File: src/rtl/i2c_pkg.sv
// Shared types and constants for the single-register I2C master.
package i2c_pkg;

  typedef enum logic [2:0] {
    IDLE,
    START,
    TX_BYTE,
    RX_ACK,
    RSTART,
    RX_BYTE,
    TX_NACK,
    STOP
  } state_t;

  localparam logic RW_WRITE = 1'b0;
  localparam logic RW_READ  = 1'b1;

  localparam logic [1:0] Q0 = 2'd0;
  localparam logic [1:0] Q1 = 2'd1;
  localparam logic [1:0] Q2 = 2'd2;
  localparam logic [1:0] Q3 = 2'd3;

endpackage

File: src/rtl/i2c_qtimer.sv
// Quarter-phase tick generator: one tick every CLK_DIV clocks while run is high.
module i2c_qtimer #(
  parameter int unsigned CLK_DIV = 4
) (
  input  logic clk,
  input  logic rst_n,
  input  logic run,
  output logic tick
);

  localparam int unsigned CW = (CLK_DIV > 1) ? $clog2(CLK_DIV) : 1;
  localparam logic [CW-1:0] LAST = CW'(CLK_DIV - 1);

  logic [CW-1:0] cnt;

  assign tick = run && (cnt == LAST);

  always_ff @(posedge clk or negedge rst_n) begin
    if (!rst_n) begin
      cnt <= '0;
    end else if (!run || tick) begin
      cnt <= '0;
    end else begin
      cnt <= cnt + CW'(1);
    end
  end

endmodule

File: src/rtl/i2c_master.sv
// Single-register I2C master: one write or one read (with repeated START) per request.
module i2c_master
  import i2c_pkg::*;
#(
  parameter int unsigned CLK_DIV = 4
) (
  input  logic       clk,
  input  logic       rst_n,
  input  logic       start,
  input  logic       rw,
  input  logic [6:0] slv_addr,
  input  logic [7:0] reg_addr,
  input  logic [7:0] wr_data,
  input  logic       sda_i,
  output logic       scl_o,
  output logic       sda_o,
  output logic       busy,
  output logic       done,
  output logic       ack_err,
  output logic [7:0] rd_data
);

  state_t     state, state_n;
  logic [1:0] q;
  logic [2:0] bit_cnt;
  logic [1:0] byte_cnt;
  logic [7:0] sh;
  logic       rw_r;
  logic [6:0] slv_r;
  logic [7:0] reg_r, wd_r;
  logic       ack_bit, err;
  logic       tick, q_last, sample, scl_mid;

  i2c_qtimer #(.CLK_DIV(CLK_DIV)) u_qtimer (
    .clk  (clk),
    .rst_n(rst_n),
    .run  (busy),
    .tick (tick)
  );

  assign busy    = (state != IDLE);
  assign q_last  = tick && (q == Q3);
  assign sample  = tick && (q == Q2);
  assign scl_mid = (q == Q1) || (q == Q2);

  always_ff @(posedge clk or negedge rst_n) begin
    if (!rst_n) state <= IDLE;
    else        state <= state_n;
  end

  always_comb begin
    state_n = state;
    scl_o   = 1'b1;
    sda_o   = 1'b1;
    case (state)
      IDLE: if (start) state_n = START;
      START: begin
        scl_o = (q != Q3);
        sda_o = (q == Q0);
        if (q_last) state_n = TX_BYTE;
      end
      TX_BYTE: begin
        scl_o = scl_mid;
        sda_o = sh[7];
        if (q_last && bit_cnt == 3'd7) state_n = RX_ACK;
      end
      RX_ACK: begin
        scl_o = scl_mid;
        if (q_last) begin
          if (ack_bit) state_n = STOP;
          else if (byte_cnt == 2'd0) state_n = TX_BYTE;
          else if (byte_cnt == 2'd1) state_n = (rw_r == RW_READ) ? RSTART : TX_BYTE;
          else state_n = (rw_r == RW_READ) ? RX_BYTE : STOP;
        end
      end
      RSTART: begin
        scl_o = scl_mid;
        sda_o = (q == Q0) || (q == Q1);
        if (q_last) state_n = TX_BYTE;
      end
      RX_BYTE: begin
        scl_o = scl_mid;
        if (q_last && bit_cnt == 3'd7) state_n = TX_NACK;
      end
      TX_NACK: begin
        scl_o = scl_mid;
        if (q_last) state_n = STOP;
      end
      STOP: begin
        scl_o = (q != Q0);
        sda_o = (q == Q2) || (q == Q3);
        if (q_last) state_n = IDLE;
      end
      default: state_n = IDLE;
    endcase
  end

  always_ff @(posedge clk or negedge rst_n) begin
    if (!rst_n) begin
      q        <= Q0;
      bit_cnt  <= '0;
      byte_cnt <= '0;
      sh       <= '0;
      rw_r     <= RW_WRITE;
      slv_r    <= '0;
      reg_r    <= '0;
      wd_r     <= '0;
      ack_bit  <= 1'b0;
      err      <= 1'b0;
      done     <= 1'b0;
      ack_err  <= 1'b0;
      rd_data  <= '0;
    end else begin
      done <= 1'b0;
      if (state == IDLE) q <= Q0;
      else if (tick)     q <= q + 2'd1;

      if (state == IDLE && start) begin
        rw_r     <= rw;
        slv_r    <= slv_addr;
        reg_r    <= reg_addr;
        wd_r     <= wr_data;
        sh       <= {slv_addr, RW_WRITE};
        bit_cnt  <= '0;
        byte_cnt <= '0;
        err      <= 1'b0;
      end

      if (sample && state == RX_ACK)  ack_bit <= sda_i;
      if (sample && state == RX_BYTE) sh      <= {sh[6:0], sda_i};

      // RX shifts on the Q2 sample; TX shifts only once the bit's Q3 ends.
      if (q_last) begin
        case (state)
          TX_BYTE: begin
            bit_cnt <= bit_cnt + 3'd1;
            sh      <= {sh[6:0], 1'b0};
          end
          RX_BYTE: bit_cnt <= bit_cnt + 3'd1;
          RX_ACK: begin
            if (ack_bit) begin
              err <= 1'b1;
            end else begin
              if (byte_cnt != 2'd2) byte_cnt <= byte_cnt + 2'd1;
              if (byte_cnt == 2'd0) sh <= reg_r;
              else if (byte_cnt == 2'd1 && rw_r == RW_WRITE) sh <= wd_r;
            end
          end
          RSTART: sh <= {slv_r, RW_READ};
          STOP: begin
            done    <= 1'b1;
            ack_err <= err;
            if (!err && rw_r == RW_READ) rd_data <= sh;
          end
          default: ;
        endcase
      end
    end
  end

endmodule

File: config.mk
export PLATFORM = sky130hd
export DESIGN_NAME = i2c_master
export DESIGN_NICKNAME = d
export VERILOG_FILES = /design/src/rtl/i2c_pkg.sv /design/src/rtl/i2c_qtimer.sv /design/src/rtl/i2c_master.sv
export SDC_FILE = /design/constraint.sdc
export NUM_CORES = 1
export LEC_CHECK = 0
export BUFFER_PORTS_ARGS = -buffer_cell sky130_fd_sc_hd__clkbuf_2
export CORE_MARGIN = 8
export CORE_UTILIZATION = 58
export DETAILED_ROUTE_END_ITERATION = 8
export GPL_ROUTABILITY_DRIVEN = 0
export PLACE_DENSITY_LB_ADDON = 0.15
export SLEW_MARGIN = 0
export SYNTH_ARGS = -nofsm -noshare
export SYNTH_HDL_FRONTEND = slang
export SYNTH_SLANG_ARGS = --single-unit
File: constraint.sdc
create_clock -name clk -period 2.08 [get_ports clk]
set_clock_uncertainty 0.05 [all_clocks]
set_input_delay 0.416 -clock clk [delete_from_list [all_inputs] [get_ports clk]]
set_output_delay 0.416 -clock clk [all_outputs]
set_load 0.01 [all_outputs]
; Yosys cells after proc, flatten, opt, wreduce, memory -nomap -nowiden
; Index checks and enable logic that the tools add are counted.
[classes]
add_sub_neg = 4
n_eq_ne = 22
n_mux = 39
bitwise = 1
n_reduce_logical = 27
[ops]
columns = op, count
row1 = 2-to-1 mux 8 bit, 6
row2 = 2-to-1 mux 3 bit, 14
row3 = case mux 8 bit (3 select lines), 1
row4 = case mux 3 bit (7 select lines), 1
row5 = 2-to-1 mux 2 bit, 9
row6 = "inequality test 2 bit, second input constant", 8
row7 = "== test 3 bit, second input constant", 5
row8 = logical AND 1 bit, 9
row9 = AND reduction 7 bit, 1
row10 = "adder 2 x 1 -> 2 bit, second input constant", 3
row11 = "== test 2 bit, second input constant", 3
row12 = "== test 3 x 2 -> 1 bit, second input constant", 2
row13 = 2-to-1 mux 1 bit, 6
row14 = OR reduction 5 bit, 1
row15 = "== test 2 x 1 -> 1 bit, second input constant", 2
row16 = logical NOT 2 bit, 2
row17 = logical OR 1 bit, 4
row18 = case mux 1 bit (4 select lines), 1
row19 = nonzero test 2 bit, 2
row20 = OR reduction 2 bit, 2
row21 = "adder 3 x 1 -> 3 bit, second input constant", 1
row22 = "== test 3 x 1 -> 1 bit, second input constant", 1
row23 = logical NOT 3 bit, 1
row24 = case mux 1 bit (3 select lines), 1
row25 = 6 further kinds, 7
[word_totals]
register_bits = 56
in_bits = 28
output_inout_bits = 13
wordCells = 108

; Depth between registers and ports, before layout
[logic_depth]
word_depth = 10
depth_mapped = 7
ltp_nobuf = 6

; Hierarchy
; From an unflattened synthesis, not the netlist that was laid out.
[unflattened]
cells_unflattened = 322
hier_area_um2 = 2970.3
[modules_own_cells]
columns = mod, instances, cells_per_inst, area_each_um2, seq_area_each_um2
row1 = i2c_master, 1, 316, 2879.0, 1351.3
row2 = i2c_qtimer, 1, 6, 91.3, 50.0

; Worst setup path before layout
; Ideal clock, no wire load.
[synth_timing]
kind = reg2out
from = reg state[0]
to = out scl_o
t_arrival_ps = 1353
t_required_ps = 1614
slack_ps = 261
stages_incl_launch_ff = 7
path_buffers = 3
path_cell_list = dfrtp_1 > buf_4 > buf_4 > buf_2 > a21oi_1 > a311o_1 > nand2_1
[synth_between]
elab_chain_cells = 3
elab_cells_between_ends = 9
cone_classes = 7 x eq/ne / 1 x mux / 1 x reduce/logical
[synth_lines]
columns = item, line
row1 = start: declaration, i2c_master.sv:23  ; state_t state, state_n;
row2 = start signal: assignment, i2c_master.sv:48  ; else state <= state_n;
row3 = == test 3 x 2 -> 1 bit / == test 3 bit (equally long branches), i2c_master.sv:55  ; case (state)
row4 = OR reduction 5 bit (no source line), -
row5 = case mux 1 bit (3 select lines) (*), i2c_master.sv:55
row6 = end: declaration, i2c_master.sv:15  ; output logic scl_o,
; Mark *: on every way between the ends. The rest lies on a longest branch, timed or not.

; Worst setup path in the final report
[layout_timing]
from = reg q[0]
to = out scl_o
[layout_between]
elab_chain_cells = 3
elab_cells_between_ends = 6
cone_classes = 3 x eq/ne / 1 x mux / 2 x reduce/logical
[layout_lines]
columns = item, line
row1 = start: declaration, i2c_master.sv:24  ; logic [1:0] q;
row2 = start signal: assignment, i2c_master.sv:116  ; else if (tick) q <= q + 2'd1;
row3 = == test 2 x 1 -> 1 bit / == test 2 bit (equally long branches), i2c_master.sv:44  ; assign scl_mid = (q == Q1) || (q == Q2);
row4 = logical OR 1 bit, i2c_master.sv:44
row5 = case mux 1 bit (3 select lines) (*), i2c_master.sv:55
; Marks and branches as above.

==> flow_metrics.py <==
metrics = {
    "status": {
        "status": "finished, violations left",
        "violations": "setup timing",
    },
    "grt": {
        "gr-total-overflow": 0,
        "initial_antenna_violation_count": 0,
        "largest_net_degree_at_the_start_of_global_routing": 28,
        "grt_first_pass_wirelength_mm": 12.70,
        "track_usage": 0.1852,
        "grt_pass1_vias": 2620,
    },
    "worst_setup_path": {
        "critical_path.endpoint_type": "output pin",
        "critical_path_fanout_max": 4,
        "timing.critical_path.mode_cell": "sky130_fd_sc_hd__inv_2",
        "slowest_stage": "sky130_fd_sc_hd__dfrtp_1",
        "cp.required_ps": 1610,
        "worst_setup_path_start_kind": "flop",
        "critical_path_class": "reg2out",
        "critical-path-max-stage-delay_ps": 430,
        "critPathArrivalTime_ps": 1620,
        "cp_cell_sequence": "inv_2 -> ha_4 -> inv_2 -> a221o_1 -> nand2_1 -> buf_2",
    },
    "logic_synthesis": {
        "synthesized_area_fraction_occupied_by_adder_cells": 0.02761,
        "yosysSeqAreaShare": 0.4418,
        "synth_cell_type_count": 50,
        "share_of_the_synthesized_netlist_area_taken_by_xor_and_xnor_gates": 0.002761,
        "synth_warnings": 0,
        "synth_top_family_by_area": "simple AND/OR/NAND/NOR gates",
        "synth_ff_type": "sky130_fd_sc_hd__dfrtp_1",
        "post-synth-top-area-fraction": 0.4418,
        "synth_simple_gate_area_share": 0.2268,
        "synth_edf_count": 0,
        "postSynthAreaPerCell_um2": 9.247,
        "syn-cell-area_um2": 3172,
        "mappedNetlistNets": 378,
        "synth_compound_area_frac": 0.1649,
        "postSynthRegisterBits": 56,
        "postSynthCellCount": 343,
        "async_reset_ff_frac": 1.000,
        "synth.area.mux_share": 0.08363,
        "yosysTopAreaCell": "sky130_fd_sc_hd__dfrtp_1",
        "netlist_top_cells_area": "sky130_fd_sc_hd__dfrtp_1 44%, sky130_fd_sc_hd__nand2_1 11%, sky130_fd_sc_hd__mux2i_1 4.1%, sky130_fd_sc_hd__mux2_1 2.8%, sky130_fd_sc_hd__ha_1 2.8%",
    },
    "layout": {
        "final_nets": 424,
        "filler_cell_count": 467,
        "area_overhead_of_the_layout_relative_to_synthesis_pct": 14.67,
        "drive_above_1_share": 0.2365,
        "seqCellArea_um2": 1405,
        "diodes": 0,
        "multi_input_area_um2": 1617,
    },
    "drt": {
        "routed-wl-met3_um": 443,
        "dr_wl_cell_um": 15.78,
        "route.top_layer_used": "met4",
        "viasPerCell": 5.768,
        "total_iterations_of_the_first_detailed_routing_run": 4,
        "drt_iter0_markers": 213,
        "detailroute.wirelength.met2_mm": 3.277,
        "routed_wirelength_mm": 7.275,
        "num_vias": 2659,
        "final_antenna_net_count": 0,
        "drt_drc_violations_left": 0,
        "wl_met1_mm": 3.489,
    },
    "power": {
        "internal_power_w": 0.002184,
        "power.clock.fraction": 0.166,
        "vdd.ir_drop.worst_v": 0.0005561,
        "cellLeakagePower_nw": 1.750,
        "reported_net_switching_power_w": 0.001241,
        "seq_power_share": 0.499,
        "combinationalPowerShare": 0.336,
        "p_sw_frac": 0.3622,
        "power.total_w": 0.003425,
        "power_per_cell_area_nw_per_um2": 941.6,
    },
    "clocking": {
        "cts_hold_buf": 0,
        "clkSinkCount": 56,
        "clock_tree.buffer_depth": 2,
        "clkLatencyLatePin_ps": 310,
        "tritoncts.num_buffers": 5,
        "clk_pin_slew_worst_paths_ps": 100,
        "cts_max_level": 2,
        "cts_tree": "done",
        "cts.root.buffer_cell": "sky130_fd_sc_hd__clkbuf_8",
    },
    "timing": {
        "timing.setup.tns_ps": -10.86,
        "timing.final.hold_violations": 0,
        "final.period_utilization": 1.005,
        "clock.fmax_mhz": 478.3,
        "grt_setup_unrepaired": "true",
        "drv_slew": 0,
        "layout_setup_ws_ps": -10.86,
        "tightest_slew_ps": 699.9,
        "slew_headroom": 0.5303,
        "final_period_minus_worst_setup_slack_ps": 2091,
        "setup_viol_count_final": 1,
    },
    "floorplan": {
        "die_height_um": 89.95,
        "design.core.area_um2": 5405,
        "floorplan.die_area_um2": 8091,
        "initial_core_util": 0.5868,
        "row_count": 27,
        "number_of_top_level_pins": 41,
        "die_x_um": 89.95,
    },
    "placement": {
        "detailed_place_hpwl_mm": 5.350,
        "io_buffer_count": 40,
        "preCtsSetupSlack_ps": 87.67,
    },
    "flow_run": {
        "drv.max_cap_violation_count": 0,
    },
    "worst_hold_path": {
        "worst_hold_path_type": "in2async",
    },
}
## power by group through the flow
stage | logic [W] | registers (W) | clock network, W
after CTS | 0.00111 | 0.00170 | 0.000583
after global placement | 0.00105 | 0.00171 | 0
after global routing | 0.00131 | 0.00174 | 0.000622
after floorplan | 0.000868 | 0.00158 | 0
after detailed placement | 0.00108 | 0.00172 | 0
final | 0.00115 | 0.00171 | 0.000568
## final timing paths
path | start | endpoint | slack (ps) | cells after the start
hold / removal | rst_n | u_qtimer.cnt[0] | 20 | 1
min in group clk | wr_data[2] | wd_r[2] | 240 | 3
hold reg to reg | u_qtimer.cnt[0] | u_qtimer.cnt[0] | 400 | 1
setup reg to reg | state[1] | sh[3] | 160 | 5
setup / recovery | q[0] | scl_o | -10 | 6
max in group asynchronous | rst_n | sh[7] | 1450 | 2
## cell usage in the layout, fill, tap and decap left out, types with 2 or more instances in the layout
cell,synthesis,layout
sky130_fd_sc_hd__and4_1,2,2
sky130_fd_sc_hd__a22o_1,3,3
sky130_fd_sc_hd__a221o_1,5,5
sky130_fd_sc_hd__nand2_1,94,94
sky130_fd_sc_hd__a221oi_1,4,4
sky130_fd_sc_hd__nor2b_1,11,11
sky130_fd_sc_hd__a211oi_1,9,9
sky130_fd_sc_hd__o221ai_1,3,3
sky130_fd_sc_hd__and2_1,2,2
sky130_fd_sc_hd__o32ai_1,2,2
sky130_fd_sc_hd__nor3b_1,2,2
sky130_fd_sc_hd__buf_12,0,3
sky130_fd_sc_hd__o21ai_0,8,8
sky130_fd_sc_hd__inv_2,1,4
sky130_fd_sc_hd__nor3_2,3,3
sky130_fd_sc_hd__nor4_1,3,3
sky130_fd_sc_hd__a2bb2oi_2,3,3
sky130_fd_sc_hd__mux2_2,4,4
sky130_fd_sc_hd__inv_1,9,6
sky130_fd_sc_hd__nand2b_1,5,5
sky130_fd_sc_hd__o22ai_1,4,4
sky130_fd_sc_hd__nand3_1,3,3
sky130_fd_sc_hd__o22a_1,4,4
sky130_fd_sc_hd__mux2_1,8,8
sky130_fd_sc_hd__dfrtp_2,0,3
sky130_fd_sc_hd__clkbuf_8,0,5
sky130_fd_sc_hd__mux2i_1,13,13
sky130_fd_sc_hd__ha_1,7,6
sky130_fd_sc_hd__o21ai_1,2,2
sky130_fd_sc_hd__nor2_1,14,14
sky130_fd_sc_hd__nand3b_2,2,2
sky130_fd_sc_hd__clkbuf_2,0,39
sky130_fd_sc_hd__dfrtp_1,56,53
sky130_fd_sc_hd__buf_4,3,20
sky130_fd_sc_hd__a21oi_1,15,15
sky130_fd_sc_hd__nor3_1,2,2
## routing by layer
layer  vias up  global-route usage
li1       1292                   -
met1      1277              0.2549
met2        83              0.2816
met3         7             0.04738
met4         0             0.04993
met5         -                   0
## cells by family after synthesis
family | Yosys count
AO/OA/AOI/OAI | 70
multiplexers | 25
adder cells (fa/ha/maj) | 7
AND/OR/NAND/NOR | 150
flip-flops | 56
buffers and inverters | 34
XOR/XNOR | 1
## layout make-up
cell class                      instances  share of cell area
Clock inverter                          1            0.001376
Clock buffer                            6             0.01995
Inverter                               10             0.01032
Tap cell                               72             0.02477
Timing Repair Buffer                   63              0.1128
Multi-Input combinational cell        253              0.4444
Sequential cell                        56              0.3863
## cells in the mapped netlist, types with 2 or more instances
cell type                   number
sky130_fd_sc_hd__o21ai_1         2
sky130_fd_sc_hd__and2_1          2
sky130_fd_sc_hd__mux2_2          4
sky130_fd_sc_hd__nor3_2          3
sky130_fd_sc_hd__nor3_1          2
sky130_fd_sc_hd__a221oi_1        4
sky130_fd_sc_hd__nand3_1         3
sky130_fd_sc_hd__o311ai_0        2
sky130_fd_sc_hd__o221ai_1        3
sky130_fd_sc_hd__inv_1           9
sky130_fd_sc_hd__buf_2          10
sky130_fd_sc_hd__clkbuf_1        9
sky130_fd_sc_hd__buf_6           2
sky130_fd_sc_hd__o22ai_1         4
sky130_fd_sc_hd__nand2_1        94
sky130_fd_sc_hd__o32ai_1         2
sky130_fd_sc_hd__a2bb2oi_2       3
sky130_fd_sc_hd__a22o_1          3
sky130_fd_sc_hd__ha_1            7
sky130_fd_sc_hd__nor4_1          3
sky130_fd_sc_hd__nor2b_1        11
sky130_fd_sc_hd__nor2_1         14
sky130_fd_sc_hd__mux2i_1        13
sky130_fd_sc_hd__buf_4           3
sky130_fd_sc_hd__o21ai_0         8
sky130_fd_sc_hd__a211oi_1        9
sky130_fd_sc_hd__o22a_1          4
sky130_fd_sc_hd__nor3b_1         2
sky130_fd_sc_hd__dfrtp_1        56
sky130_fd_sc_hd__nand2b_1        5
sky130_fd_sc_hd__a221o_1         5
sky130_fd_sc_hd__mux2_1          8
sky130_fd_sc_hd__a21oi_1        15
sky130_fd_sc_hd__nand3b_2        2
sky130_fd_sc_hd__and4_1          2
## registers in the layout, indices dropped and copies added, names as in the netlist, 2 cells and up
signal	flops
bit_cnt	3
byte_cnt	2
q	2
rd_data	8
reg_r	8
sh	8
slv_r	7
state	3
u_qtimer.cnt	2
wd_r	8
## metrics by stage
step	util	std cells	area [µm²]	hold WS (ps)
2_1_floorplan	-	343	3172	70.41
3_3_place_gp	0.6472	448	3498	373.4
6_report	0.6729	461	3637	16.19
3_5_place_dp	0.6472	448	3498	375.3
5_1_grt	0.6729	461	3637	57.15
4_1_cts	0.6674	457	3607	43.36
## critical path: cells and delay by family, from the launching register on
family	cells	cell delay (ps)
AO/OA/AOI/OAI	1	300
adder cells (fa/ha/maj)	1	280
buffers and inverters	3	230
flip-flops	1	430
AND/OR/NAND/NOR	1	70
## timing repair
action / CTS / global route
pin swaps: 3 / 1
endpoints found under the setup margin: 2 / 6
gates resized for setup: 8 / 1
setup buffers: 2 / 4
No activity file was read; power rests on OpenSTA's default activity.
